--- config.mk ---
export PLATFORM = sky130hd
export DESIGN_NAME = sample_filter_bank
export DESIGN_NICKNAME = d
export VERILOG_FILES = /design/src/rtl/sample_filter_bank.sv
export SDC_FILE = /design/constraint.sdc
export NUM_CORES = 1
export LEC_CHECK = 0
export CAP_MARGIN = 20
export CORE_ASPECT_RATIO = 0.9
export CORE_MARGIN = 4
export CORE_UTILIZATION = 38
export DETAILED_ROUTE_END_ITERATION = 16
export PLACE_DENSITY = 0.6
export SLEW_MARGIN = 20
export SYNTH_ARGS = -nofsm -noshare
export SYNTH_HDL_FRONTEND = slang
export SYNTH_SLANG_ARGS = --single-unit
--- constraint.sdc ---
create_clock -name clk_i -period 16.1 [get_ports clk_i]
set_input_delay 2.415 -clock clk_i [delete_from_list [all_inputs] [get_ports clk_i]]
set_output_delay 2.415 -clock clk_i [all_outputs]
set_load 0.02 [all_outputs]
--- src/rtl/sample_filter_bank.sv ---
// Sample-rate filter bank: moving-average FIR and first-order IIR run on every
// accepted sample; a runtime mode picks which result reaches the DAC path.
module sample_filter_bank #(
  parameter int DATA_WIDTH = 16,
  parameter int FIR_DEPTH  = 8,
  parameter int IIR_FRAC   = 16
) (
  input  logic                  clk_i,
  input  logic                  reset_i,
  input  logic                  valid_i,
  input  logic [DATA_WIDTH-1:0] data_i,
  input  logic [1:0]            mode_i,
  input  logic [3:0]            shift_i,
  output logic [DATA_WIDTH-1:0] data_o,
  output logic                  valid_o,
  output logic                  busy_o,
  output logic                  overrun_o
);
  localparam int LOG2   = $clog2(FIR_DEPTH);
  localparam int SUM_W  = DATA_WIDTH + LOG2;
  localparam int ACC_W  = DATA_WIDTH + IIR_FRAC + 1;
  localparam int DIFF_W = ACC_W + 1;

  typedef enum logic [1:0] {IDLE, CALC, EMIT} state_t;

  state_t                       state_q;
  logic signed [DATA_WIDTH-1:0] x_q, oldest_q, data_q;
  logic [1:0]                   m_q;
  logic [3:0]                   k_q;
  logic [LOG2-1:0]              wr_ptr_q;
  logic signed [DATA_WIDTH-1:0] ring_q [FIR_DEPTH];
  logic signed [SUM_W-1:0]      sum_q, sum_d;
  logic signed [ACC_W-1:0]      acc_q, acc_d;
  logic signed [DIFF_W-1:0]     diff, step, acc_sum;
  logic                         valid_q, overrun_q;

  function automatic logic signed [DATA_WIDTH-1:0] fir_mean(input logic signed [SUM_W-1:0] s);
    logic signed [SUM_W-1:0] t;
    t = s >>> LOG2;
    return t[DATA_WIDTH-1:0];
  endfunction

  function automatic logic signed [DATA_WIDTH-1:0] iir_mean(input logic signed [ACC_W-1:0] a);
    logic signed [ACC_W-1:0] t;
    t = a >>> IIR_FRAC;
    return t[DATA_WIDTH-1:0];
  endfunction

  // Filter next-state; the extra difference bit keeps full-scale steps exact at k=0.
  always_comb begin
    sum_d   = sum_q + SUM_W'(x_q) - SUM_W'(oldest_q);
    diff    = (DIFF_W'(x_q) <<< IIR_FRAC) - DIFF_W'(acc_q);
    step    = diff >>> k_q;
    acc_sum = DIFF_W'(acc_q) + step;
    acc_d   = acc_sum[ACC_W-1:0];
  end

  always_ff @(posedge clk_i) begin
    if (reset_i) begin
      state_q   <= IDLE;
      data_q    <= '0;
      valid_q   <= 1'b0;
      overrun_q <= 1'b0;
      sum_q     <= '0;
      acc_q     <= '0;
      wr_ptr_q  <= '0;
      for (int i = 0; i < FIR_DEPTH; i++) ring_q[i] <= '0;
    end else begin
      valid_q <= 1'b0;
      if (valid_i && state_q != IDLE) overrun_q <= 1'b1;
      case (state_q)
        IDLE: if (valid_i) begin
          x_q      <= data_i;
          m_q      <= mode_i;
          k_q      <= shift_i;
          oldest_q <= ring_q[wr_ptr_q];
          state_q  <= CALC;
        end
        CALC: begin
          sum_q            <= sum_d;
          acc_q            <= acc_d;
          ring_q[wr_ptr_q] <= x_q;
          wr_ptr_q         <= wr_ptr_q + LOG2'(1);
          state_q          <= EMIT;
        end
        EMIT: begin
          case (m_q)
            2'd1:    data_q <= x_q;
            2'd2:    data_q <= fir_mean(sum_q);
            2'd3:    data_q <= iir_mean(acc_q);
            default: data_q <= '0;
          endcase
          valid_q <= 1'b1;
          state_q <= IDLE;
        end
        default: state_q <= IDLE;
      endcase
    end
  end

  assign data_o    = data_q;
  assign valid_o   = valid_q;
  assign busy_o    = (state_q != IDLE);
  assign overrun_o = overrun_q;
endmodule

-- Yosys cells after proc, flatten, opt, wreduce, memory -nomap -nowiden
Memory sizes are Yosys's and may differ from the RTL's. A register that Yosys moved wholly into a read port is not among the register bits.
Index checks and enable logic that the tools add are counted.
- flip-flop bits (word level): 97
- latch bits: 0
- memory bits (writable): 128
- memory bits (read-only): 0
- input port bits: 25
- output and inout bits: 19
- logic and storage cells: 41
- memories kept: 1
- add/sub/neg operators: 5
- $mul: 0
- divide/modulo/power cells: 0
- $lt $le $gt $ge: 0
- equality and inequality tests: 6
- shift operators: 1
- muxes and demuxes: 12
- bitwise logic cells: 1
- reduce and logical (&&, ||, !) cells: 5
- memory list (name ; depth ; width ; read ports ; clocked after Yosys merged registers in ; write ports ; RTL line ; text):
    ring_q ; 8 ; 16 ; 1 ; 1 ; 8 ; 31 ; logic signed [DATA_WIDTH-1:0] ring_q [FIR_DEPTH];
- operators with widths (operator ; number):
    one-hot mux 16 bit (3 select lines) ; 1
    >>> shifter 34 x 4 -> 33 bit ; 1
    subtractor 32 x 33 -> 34 bit ; 1
    adder 33 bit ; 1
    adder 19 x 16 -> 19 bit ; 1
    subtractor 19 x 16 -> 19 bit ; 1
    two-way mux 16 bit ; 1
    OR reduction 16 bit ; 1
    two-way mux 1 bit ; 7
    equality test 2 bit (second input constant) ; 3
    equality test 2 x 1 -> 1 bit (second input constant) ; 2
    one-hot mux 2 bit (2 select lines) ; 1
    adder 3 x 1 -> 3 bit (second input constant) ; 1
    two-way mux 3 bit ; 1
    AND reduction 3 bit ; 1
    zero test 2 bit ; 1
    two-way mux 2 bit ; 1
    inequality test 2 bit (second input constant) ; 1
    nonzero test 2 bit ; 1
    logical AND 1 bit ; 1
    NOT 1 bit ; 1

-- Longest topological paths before layout
Gate-level depths: netlist of run 1.
- depth after elaboration: 6
- gate-level depth with buffers: 25
- mapped depth without buffers: 24

-- Worst setup path before layout of run 1
No wires, ideal clock.
- path type: input-to-reg
- from: input port reset_i
- to: register k_q[0] (enable)
- library setup time: 0.489 ns
- arrival time: 5.638 ns
- required time: 15.611 ns
- slack: 9.973 ns
- stages on the path: 3
- buffers on the path: 2
- path through: clkbuf_1 clkbuf_1 nor3b_1
- longest elaborated chain between the ends: 2
- ends and longest elaborated chain (element ; RTL line ; text):
    start, declared ; 9 ; input logic reset_i,
    NOT 1 bit (no line) ; -- ;
    AND reduction 3 bit (no line) ; -- ;
    end signal, assigned ; 75 ; k_q <= shift_i;
    end, declared ; 29 ; logic [3:0] k_q;
Every way passes these cells.
A chain may end at the register's enable or synchronous reset.

-- Worst setup path in the final report of run 1
- from: register acc_q[5]
- to: register acc_q[32]
- longest elaborated chain between the ends: 3
- ends and longest elaborated chain (element ; RTL line ; text):
    start, declared ; 33 ; logic signed [ACC_W-1:0] acc_q, acc_d;
    start signal, assigned ; 65 ; acc_q <= '0;
    start signal, assigned ; 81 ; acc_q <= acc_d;
    subtractor 32 x 33 -> 34 bit ; 52 ; diff = (DIFF_W'(x_q) <<< IIR_FRAC) - DIFF_W'(acc_q);
    >>> shifter 34 x 4 -> 33 bit ; 53 ; step = diff >>> k_q;
    adder 33 bit * ; 54 ; acc_sum = DIFF_W'(acc_q) + step;
Mark *: on every way between the ends. The rest lies on a longest branch, timed or not.

==> results of run 1 <==
-- sequential cells by signal, summed over array words and instances, names as in the netlist --
register and flops:
valid_o 1, overrun_o 1, sum_q 19, m_q 2, acc_q 33, wr_ptr_q 3
ring_q 128, x_q 16, state_q 2, oldest_q 16, k_q 4, data_o 16
-- area by class of cell --
cell class | instances | area (um2)
inverter | 112 | 420
sequential | 241 | 6490
clock inverter | 23 | 268
fill | 3972 | 23300
clock buffer | 29 | 704
timing repair buffer | 67 | 613
tap | 540 | 676
multi-input combinational | 1229 | 8510
-- worst paths after layout --
check	endpoint	slack, ps	cells past startpoint
setup / recovery	acc_q[32]	9750	23
hold / removal	sum_q[0]	450	2
setup reg to reg	acc_q[32]	9750	23
hold reg to reg	sum_q[0]	450	2
-- worst max-delay path: cells and delay by family (launching register included) --
family                     cells  cell delay (ps)
DFF                            1              420
muxes                          2              560
adders and majority gates      2              670
and+or+nand+nor                8             2260
buffers and inverters          1              190
AOI/OAI and AO/OA             10             2090
-- stage by stage --
step	cells	setup slack [ps]	utilization (%)
final	2241	9750	43.1
after global routing	2241	9150	43.1
after CTS	2241	9800	43.1
after detailed placement	2189	9830	40.7
after global placement	2188	9890	40.7
after floorplan	1697	9970	-
-- cell usage after synthesis (all sizes together) (19+ instances only) --
master / instances
a211oi: 47
a21o: 21
a21oi: 131
a22oi: 82
and2: 91
and3: 62
clkbuf: 100
dfxtp: 75
edfxtp: 166
fa: 19
ha: 72
inv: 112
mux2i: 40
nand2: 148
nand4: 24
nor2: 117
nor3: 31
o21ai: 67
xnor2: 42
xor2: 23
-- per-layer routing --
metal	global-route usage, %	wire, um
met5	0	0
met3	2.80	2830
met1	28.2	20900
met2	31.6	20800
met4	3.28	684
-- power groups by stage --
stage	Sequential [mW]	Clock, mW	Combinational [mW]
6_report	0.740	0.676	0.666
4_1_cts	0.738	0.688	0.659
2_1_floorplan	0.734	0	0.516
3_5_place_dp	0.751	0	0.654
3_3_place_gp	0.750	0	0.649
5_1_grt	0.744	0.714	0.742
-- cells by family (layout without fill, tap and decap cells) --
logic type                 Yosys count  in the layout  share of synthesized area (%)
adders and majority gates           91             91                           8.06
buffers and inverters              227            231                           6.22
xor gates and xnor gates            65             65                           3.67
AOI/OAI and AO/OA                  450            450                           19.0
muxes                               57             57                           4.17
DFF                                241            241                           40.8
and+or+nand+nor                    566            566                           18.1
==> impl_table.tex, run 1 <==
\begin{tabular}{lr}
\hline
Metric & Value \\
\hline
\multicolumn{2}{l}{\textbf{Placed design}} \\
Final Wtd Congestion & 0.853 \\
Number of port buffers & 43 \\
Area post-placement & 16700 um2 \\
Half-perimeter wire length of the detailed placement result & 30.7 mm \\
\multicolumn{2}{l}{\textbf{Drt}} \\
Initial drt markers & 1124 \\
Via count normalized by instance count & 5.69 \\
Drc violations & 0 \\
Post-route antenna net violation count & 0 \\
Final WL & 45.3 mm \\
Routed vias & 12800 \\
Number of iterations in the first detailed-routing pass & 5 \\
Routed length per instance & 20.2 um \\
\multicolumn{2}{l}{\textbf{Layout}} \\
Top library cells by usage in the layout, fill and taps aside & edfxtp\_1, nand2\_1, a21oi\_1, nor2\_1, inv\_1 \\
Final antenna diode count & 0 \\
Number of nets at the end of the flow & 1795 \\
Finished layout cell area & 17700 um2 \\
Fraction of layout instances using a drive strength above 1 & 7.64\% \\
Commonest non-fill, non-tap cell in the layout & edfxtp\_1 \\
Area grow syn2layout & 11.1\% \\
\multicolumn{2}{l}{\textbf{Floorplanning}} \\
I/O Pins & 44 \\
Starting density of the core & 38.8\% \\
Area inside the core boundary & 41000 um2 \\
Die Height & 202 um \\
Total Die Area & 45200 um2 \\
Number of core rows & 70 \\
Horiz. Die Dim & 224 um \\
\multicolumn{2}{l}{\textbf{Power}} \\
Switching share of power & 34.4\% \\
Internal power & 1.37 mW \\
Leakage power of the design & 6.94 nW \\
Peak supply drop & 101 uV \\
Pwr Density & 118 nW/um2 \\
Clock network power share & 32.5\% \\
Combinational cell fraction of total power & 32.0\% \\
Flop pwr share & 35.5\% \\
Overall Power & 2.08 mW \\
Sw power & 715 uW \\
\multicolumn{2}{l}{\textbf{Synth}} \\
Synth Net Count & 1813 \\
Post-synthesis instance total & 1697 \\
Area fraction of the dominant cell type after synthesis & 31.3\% \\
Netlist area before placement & 15900 um2 \\
Main flop type after synthesis & edfxtp\_1 \\
Number of enable flip-flop cells after synthesis & 166 \\
Proportion of synthesized chip area in sequential cells & 40.8\% \\
Fraction of registers with async set or reset after synthesis & 0\% \\
Post-synthesis register bit count & 241 \\
Number of warnings reported in the yosys synthesis log & 0 \\
Unique cell type count in the Yosys netlist & 90 \\
Ranking of synthesized cells by area & edfxtp\_1, dfxtp\_1, ha\_1, a21oi\_1, a22oi\_1 \\
Area leader, netlist & edfxtp\_1 \\
Mean post-synth cell area & 9.37 um2 \\
\multicolumn{2}{l}{\textbf{CTS}} \\
H-tree levels & 1 \\
Cell at the root of the clock tree & clkbuf\_16 \\
Worst-skew pair later-pin latency & 580 ps \\
Number of buffers on the longest clock path & 3 \\
Number of buffers inserted by post-CTS setup repair & 0 \\
Number of gates given a new drive strength after cts & 0 \\
\# clock sinks & 241 \\
Clock input transition at the sequential cells of the worst setup and hold paths & 60 ps \\
Quantity of hold-fixing buffers added after cts & 0 \\
Number of CTS-inserted buffers & 28 \\
Clock tree from TritonCTS & built \\
\multicolumn{2}{l}{\textbf{Critical path}} \\
Chain of cells forming the critical path & or4\_1 -> nor3\_1 -> nand2b\_1 -> nor3\_1 -> a21oi\_1 -> o21a\_1 -> mux2\_2 -> mux2\_2 -> nand2\_1 -> o21ai\_0 -> ha\_1 -> fa\_1 -> a211oi\_1 -> o21ai\_0 -> a31oi\_1 -> o211ai\_1 -> a221oi\_1 -> buf\_4 -> o31ai\_1 -> o221a\_2 -> and4\_1 -> nor4\_1 -> nand3\_1 \\
Startpoint Class & flop \\
Crit path largest cell delay & 690 ps \\
Data arrival, critical path & 6810 ps \\
Worst Setup Path Type & flop to flop \\
Data required time of the critical path & 16550 ps \\
Critical-path top delay cell & or4\_1 \\
Startpoint of the lowest-slack register-to-register path & acc\_q[5] \\
Startpoint of the most critical setup path & acc\_q[5] \\
Largest fanout on the critical path & 9 \\
Nature of the critical path endpoint & flop \\
\multicolumn{2}{l}{\textbf{STA}} \\
Setup violations, final & 0 \\
Worst slack on hold paths & 453 ps \\
Highest clock frequency the design can meet & 0.157 GHz \\
Maximum clock skew at final layout & 16.5 ps \\
Number of failing hold endpoints at the final stage & 0 \\
Tightest slew margin relative to the limit & 31.6\% \\
Part of the cycle the worst path needs & 39.5\% \\
Number of pins with negative max-slew slack in the final report & 0 \\
Unrepaired setup endpoints after global routing & no \\
Measured slew at the worst slew-check pin & 1030 ps \\
Setup TNS Final & 0 ps \\
Period minus WS final & 6350 ps \\
\multicolumn{2}{l}{\textbf{Min path}} \\
Hold crit path type & flop to flop \\
Min-delay src & sum\_q[0] \\
\multicolumn{2}{l}{\textbf{Global route}} \\
Initial antenna violation count & 0 \\
GRT Overall Usage & 19.5\% \\
Total overflow reported by the global router & 0 \\
Wire length of the first global-routing pass & 70.9 mm \\
Via count of the first global-routing pass & 12300 \\
Maximum number of pins on one net before global-route repair & 62 \\
\multicolumn{2}{l}{\textbf{Flow run}} \\
\# Max-Cap Violations & 0 \\
\multicolumn{2}{l}{\textbf{Status}} \\
Result of the run & finished, final reports clean \\
\hline
\end{tabular}
No activity file was read; power rests on OpenSTA's default activity.
==> run 2: changes to the inputs <==
- PLACE_DENSITY: 0.6 -> 0.61
- clock period: 16.1 -> 5.2 ns (I/O delays scaled with it)
==> impl_table.tex, run 2 (synthesized netlist as in run 1, its figures left out) <==
\begin{tabular}{lr}
\hline
Metric & Value \\
\hline
\multicolumn{2}{l}{\textbf{Floorplanning}} \\
Horiz. Die Dim & 224 um \\
Die Height & 202 um \\
Starting density of the core & 38.8\% \\
Area inside the core boundary & 41000 um2 \\
Number of core rows & 70 \\
Total Die Area & 45200 um2 \\
I/O Pins & 44 \\
\multicolumn{2}{l}{\textbf{Drt}} \\
Total met2 wirelength after detailed routing & 23.0 mm \\
Routed length per instance & 20.0 um \\
Routed vias & 14100 \\
Final WL & 50.2 mm \\
Via count normalized by instance count & 5.62 \\
Number of iterations in the first detailed-routing pass & 5 \\
Drc violations & 0 \\
Routed met1 length & 22.6 mm \\
Post-route antenna net violation count & 0 \\
Highest metal layer with signal wires & met5 \\
Initial drt markers & 1353 \\
Met3 Wirelength & 3.39 mm \\
\multicolumn{2}{l}{\textbf{Global route}} \\
Wire length of the first global-routing pass & 76.7 mm \\
Maximum number of pins on one net before global-route repair & 63 \\
GRT Overall Usage & 21.1\% \\
Total overflow reported by the global router & 0 \\
Initial antenna violation count & 1 \\
Via count of the first global-routing pass & 13600 \\
\multicolumn{2}{l}{\textbf{STA}} \\
Worst slack on hold paths & 451 ps \\
Number of failing hold endpoints at the final stage & 0 \\
Setup TNS Final & -1450 ps \\
Final worst slack & -294 ps \\
Tightest slew margin relative to the limit & 21.5\% \\
Unrepaired setup endpoints after global routing & yes \\
Maximum clock skew at final layout & 31.9 ps \\
Highest clock frequency the design can meet & 0.182 GHz \\
Setup violations, final & 10 \\
Period minus WS final & 5490 ps \\
Number of pins with negative max-slew slack in the final report & 0 \\
Part of the cycle the worst path needs & 106\% \\
Measured slew at the worst slew-check pin & 1180 ps \\
\multicolumn{2}{l}{\textbf{Layout}} \\
Area grow syn2layout & 27.9\% \\
Commonest non-fill, non-tap cell in the layout & buf\_4 \\
Finished layout cell area & 20300 um2 \\
Final antenna diode count & 0 \\
Top library cells by usage in the layout, fill and taps aside & buf\_4, edfxtp\_1, nand2\_1, inv\_1, nor2\_1 \\
Utilization of the core after routing & 49.6\% \\
Finished Layout Cells & 2508 \\
Number of nets at the end of the flow & 2062 \\
Register with the highest flop count & ring\_q \\
Fraction of layout instances using a drive strength above 1 & 25.2\% \\
Top Registers & ring\_q: 128 flops, acc\_q: 33 flops, sum\_q: 19 flops \\
Max FFs per register & 128 \\
\multicolumn{2}{l}{\textbf{Critical path}} \\
Critical Path Most Common Cell & buf\_4 \\
Cell family with most CP delay & compound AO/OA/AOI/OAI gates \\
Startpoint of the lowest-slack register-to-register path & x\_q[10] \\
Critical-path top delay cell & edfxtp\_1 \\
End of the worst register-to-register path & acc\_q[29] \\
Largest fanout on the critical path & 5 \\
Data arrival, critical path & 5910 ps \\
Chain of cells forming the critical path & ha\_1 -> nand2\_1 -> a21oi\_1 -> o221ai\_1 -> a211oi\_4 -> nor2\_2 -> xnor2\_2 -> buf\_4 -> mux2i\_1 -> a221oi\_2 -> buf\_4 -> nand2\_1 -> a31oi\_1 -> ha\_1 -> buf\_4 -> a211o\_1 -> inv\_1 -> a211oi\_4 -> o32a\_1 -> buf\_4 -> a21oi\_2 -> mux2i\_1 -> o22ai\_1 \\
Setup slack of the most critical reg-to-reg path & -290 ps \\
Crit path largest cell delay & 530 ps \\
Data required time of the critical path & 5610 ps \\
Startpoint Class & flop \\
Worst Setup Path Type & flop to flop \\
FF-to-FF path depth & 23 \\
Crit path buf inv count & 5 \\
Nature of the critical path endpoint & flop \\
\multicolumn{2}{l}{\textbf{CTS}} \\
H-tree levels & 1 \\
Clock input transition at the sequential cells of the worst setup and hold paths & 60 ps \\
Cell at the root of the clock tree & clkbuf\_16 \\
Number of CTS-inserted buffers & 28 \\
Worst-skew pair later-pin latency & 590 ps \\
Number of buffers on the longest clock path & 3 \\
Clock tree from TritonCTS & built \\
\# clock sinks & 241 \\
\multicolumn{2}{l}{\textbf{Power}} \\
Pwr Density & 367 nW/um2 \\
Combinational cell fraction of total power & 42.5\% \\
Internal power & 4.89 mW \\
Sw power & 2.57 mW \\
Clock network power share & 27.5\% \\
Switching share of power & 34.4\% \\
Overall Power & 7.46 mW \\
Flop pwr share & 30.0\% \\
Leakage power of the design & 8.37 nW \\
Peak supply drop & 260 uV \\
\multicolumn{2}{l}{\textbf{Placed design}} \\
Placed cells & 2406 \\
Number of port buffers & 43 \\
Pre-CTS setup slack & -399 ps \\
Area post-placement & 18400 um2 \\
Final Wtd Congestion & 0.906 \\
Half-perimeter wire length of the detailed placement result & 34.5 mm \\
\multicolumn{2}{l}{\textbf{Status}} \\
Violations in the final reports & setup timing \\
Result of the run & finished with violations \\
\multicolumn{2}{l}{\textbf{Min path}} \\
Hold crit path type & flop to flop \\
Cell count of the worst hold path & 2 \\
Endpoint, Worst Hold & sum\_q[2] \\
Min-delay src & sum\_q[2] \\
\multicolumn{2}{l}{\textbf{Flow run}} \\
\# Max-Cap Violations & 0 \\
\hline
\end{tabular}
==> run 2: cell count changes in the layout (fill, tap and decap cells not counted), sizes merged <==
cell | previous run | this run
bufinv | 5 | 3
inv | 113 | 114
clkbuf | 29 | 33
buf | 25 | 292
clkinv | 15 | 12
==> run 2: what timing repair did <==
action,CTS,global route
pin swaps,46,50
resized for setup,47,73
cloned,0,0
setup buffers,26,25
setup endpoints to repair,16,21
hold buffers,0,0
hold endpoints to repair,0,0
==> run 2: layout make-up <==
cell class,instances,area (um2)
fillers,3752,20600
inverters,112,420
flip-flops and latches,241,6490
repair buffers,334,2630
clock inverters,19,213
clock buffers,33,749
multi-input cells,1229,9170
well taps,540,676
==> run 2: worst reg2reg max path, stage by stage, from the launching register on <==
cell	delay, ps
edfxtp_1	530
ha_1	510
nand2_1	90
a21oi_1	300
o221ai_1	310
a211oi_4	300
nor2_2	80
xnor2_2	200
buf_4	140
mux2i_1	70
a221oi_2	400
buf_4	190
nand2_1	50
a31oi_1	280
ha_1	330
buf_4	160
a211o_1	250
inv_1	140
a211oi_4	90
o32a_1	350
buf_4	160
a21oi_2	140
mux2i_1	200
o22ai_1	80
==> run 2: worst max path at each step <==
| stage | cells past startpoint | slack [ps] | startpoint | endpoint |
|---|---|---|---|---|
| floorplan | 21 | -80 | x_q[0] | acc_q[32] |
| global placement | 22 | -360 | x_q[7] | acc_q[31] |
| detailed placement | 20 | -400 | acc_q[5] | acc_q[31] |
| CTS | 23 | -230 | acc_q[5] | acc_q[29] |
| global route | 22 | -520 | x_q[0] | acc_q[29] |
| finish | 23 | -290 | x_q[10] | acc_q[29] |
==> run 2: per-layer routing <==
layer	up-vias	GRT usage, %
met3	92	2.51
met5	-	0
met1	6812	30.3
met2	505	34.4
met4	2	5.13
li1	6677	-
==> run 2: power by group through the flow <==
stage               clock network, mW  logic, mW  registers, mW
floorplan                           0       1.64           2.27
global placement                    0       2.71           2.27
detailed placement                  0       2.73           2.28
CTS                              2.09       2.90           2.24
global route                     2.16       3.44           2.25
finish                           2.05       3.17           2.24
==> run 3: changes to the inputs <==
- CORE_MARGIN: 4 -> 2
- CTS_CLUSTER_SIZE: not set -> 25
- SETUP_SLACK_MARGIN: not set -> 0.5
==> impl_table.tex, run 3 (synthesized netlist as in run 1, its figures left out) <==
\begin{tabular}{lr}
\hline
Metric & Value \\
\hline
\multicolumn{2}{l}{\textbf{STA}} \\
Number of pins with negative max-slew slack in the final report & 0 \\
Maximum clock skew at final layout & 35.7 ps \\
Unrepaired setup endpoints after global routing & yes \\
Setup TNS Final & -2510 ps \\
Tightest slew margin relative to the limit & 29.5\% \\
Measured slew at the worst slew-check pin & 1060 ps \\
Period minus WS final & 5550 ps \\
Worst slack on hold paths & 457 ps \\
Number of failing hold endpoints at the final stage & 0 \\
Setup violations, final & 14 \\
Highest clock frequency the design can meet & 0.180 GHz \\
Final worst slack & -350 ps \\
Part of the cycle the worst path needs & 107\% \\
\multicolumn{2}{l}{\textbf{Global route}} \\
Via count of the first global-routing pass & 13400 \\
Total overflow reported by the global router & 0 \\
GRT Overall Usage & 22.7\% \\
Initial antenna violation count & 3 \\
Wire length of the first global-routing pass & 76.4 mm \\
Maximum number of pins on one net before global-route repair & 75 \\
\multicolumn{2}{l}{\textbf{Min path}} \\
Endpoint, Worst Hold & sum\_q[2] \\
Cell count of the worst hold path & 2 \\
Hold crit path type & flop to flop \\
Min-delay src & sum\_q[2] \\
\multicolumn{2}{l}{\textbf{Layout}} \\
Top Registers & ring\_q: 128 flops, acc\_q: 33 flops, sum\_q: 19 flops \\
Top library cells by usage in the layout, fill and taps aside & buf\_4, edfxtp\_1, nand2\_1, inv\_1, nor2\_1 \\
Fill count & 3751 \\
Fraction of layout instances using a drive strength above 1 & 25.8\% \\
Commonest non-fill, non-tap cell in the layout & buf\_4 \\
Area grow syn2layout & 28.8\% \\
Number of nets at the end of the flow & 2056 \\
Combined area of the multi-input logic cells & 9240 um2 \\
Finished layout cell area & 20500 um2 \\
Max FFs per register & 128 \\
Seq. cell area & 6490 um2 \\
Register with the highest flop count & ring\_q \\
\multicolumn{2}{l}{\textbf{Critical path}} \\
Crit path buf inv count & 3 \\
Worst Setup Path Type & flop to flop \\
Startpoint of the lowest-slack register-to-register path & x\_q[0] \\
Nature of the critical path endpoint & flop \\
Startpoint Class & flop \\
Data required time of the critical path & 5690 ps \\
Critical-path top delay cell & or4\_4 \\
FF-to-FF path depth & 25 \\
Setup slack of the most critical reg-to-reg path & -350 ps \\
Largest fanout on the critical path & 3 \\
Cell family with most CP delay & simple AND/OR/NAND/NOR gates \\
End of the worst register-to-register path & acc\_q[25] \\
Data arrival, critical path & 6040 ps \\
Crit path largest cell delay & 520 ps \\
\multicolumn{2}{l}{\textbf{Floorplanning}} \\
Total Die Area & 43500 um2 \\
Horiz. Die Dim & 220 um \\
Number of core rows & 71 \\
Die Height & 198 um \\
Starting density of the core & 38.2\% \\
I/O Pins & 44 \\
Area inside the core boundary & 41600 um2 \\
\multicolumn{2}{l}{\textbf{Power}} \\
Overall Power & 7.65 mW \\
Leakage power of the design & 8.40 nW \\
Pwr Density & 374 nW/um2 \\
Peak supply drop & 279 uV \\
\multicolumn{2}{l}{\textbf{Flow run}} \\
\# Max-Cap Violations & 0 \\
\multicolumn{2}{l}{\textbf{CTS}} \\
H-tree levels & 1 \\
Cell at the root of the clock tree & clkbuf\_16 \\
Worst-skew pair later-pin latency & 590 ps \\
Clock tree from TritonCTS & built \\
\# clock sinks & 241 \\
Quantity of hold-fixing buffers added after cts & 0 \\
Number of CTS-inserted buffers & 28 \\
Clock input transition at the sequential cells of the worst setup and hold paths & 70 ps \\
Number of buffers on the longest clock path & 3 \\
\multicolumn{2}{l}{\textbf{Drt}} \\
Number of iterations in the first detailed-routing pass & 5 \\
Final WL & 50.6 mm \\
Via count normalized by instance count & 5.59 \\
Drc violations & 0 \\
Initial drt markers & 1290 \\
Routed length per instance & 20.2 um \\
Routed vias & 14000 \\
Post-route antenna net violation count & 0 \\
\multicolumn{2}{l}{\textbf{Status}} \\
Violations in the final reports & setup timing \\
Result of the run & finished with violations \\
\multicolumn{2}{l}{\textbf{Placed design}} \\
Final Wtd Congestion & 0.902 \\
Number of port buffers & 43 \\
Area post-placement & 18400 um2 \\
Half-perimeter wire length of the detailed placement result & 34.7 mm \\
\hline
\end{tabular}
## run 3: cell types whose count changed in the layout (fill, tap and decap cells not counted), sizes merged
cell      before  now
diode          0    1
buf          292  286
bufinv         3    5
clkinvlp       2    0
## run 3: worst register-to-register path, cell delays in order (launching register included)
cell and delay, ps:
edfxtp_1 430, ha_4 300, or2b_4 260, or4_4 520, o311ai_4 260, mux2i_1 230, a21oi_1 100, nor4_2 360
a21oi_2 120, buf_4 150, nand2_1 50, o21a_1 140, mux2i_1 90, ha_1 370, buf_6 110, and3_4 190
nand4_1 140, nor3_2 160, o311ai_2 150, a31o_4 280, buf_6 120, a21oi_4 120, a21o_1 150, a211oi_2 80
or4_4 430, a21oi_2 140
## run 3: area by class of cell
cell class / instances / share of cell area [%]
clock buffers: 33 / 3.67
inverters: 112 / 2.05
diodes: 1 / 0.0122
repair buffers: 328 / 12.9
clock inverters: 19 / 1.26
flip-flops and latches: 241 / 31.7
well taps: 547 / 3.34
multi-input cells: 1229 / 45.1
## run 3: how the worst max path moves through the flow
stage,slack (ps),start,to,cells after the start
CTS,-250,x_q[0],acc_q[25],25
floorplan,-80,x_q[0],acc_q[32],21
finish,-350,x_q[0],acc_q[25],25
global route,-600,x_q[0],acc_q[32],23
detailed placement,-330,acc_q[5],acc_q[25],21
global placement,-280,acc_q[5],acc_q[32],23
## run 3: metrics by stage
stage	utilization [%]	cells	setup slack (ps)
3_3_place_gp	44.3	2412	-281
3_5_place_dp	44.4	2413	-333
4_1_cts	48.1	2493	-252
2_1_floorplan	-	1697	-79.5
5_1_grt	49.2	2509	-603
6_report	49.2	2510	-350
## run 3: timing repair
item	in CTS	in global routing
setup endpoints to repair	26	27
cloned	0	0
pin swaps	41	52
setup buffers	28	16
resized for setup	80	66
## run 3: power breakdown
group,internal (mW),switching (mW)
Combinational,1.57,1.68
Sequential,2.17,0.0800
Clock,1.29,0.866
Total,5.02,2.63
## run 3: layer usage
metal  wire, um  vias up  GRT usage (%)
li1           -     6646              -
met1      23000     6780           32.6
met2      22400      523           35.1
met3       4000       91           4.13
met4       1280        2           6.09
met5         13        -              0
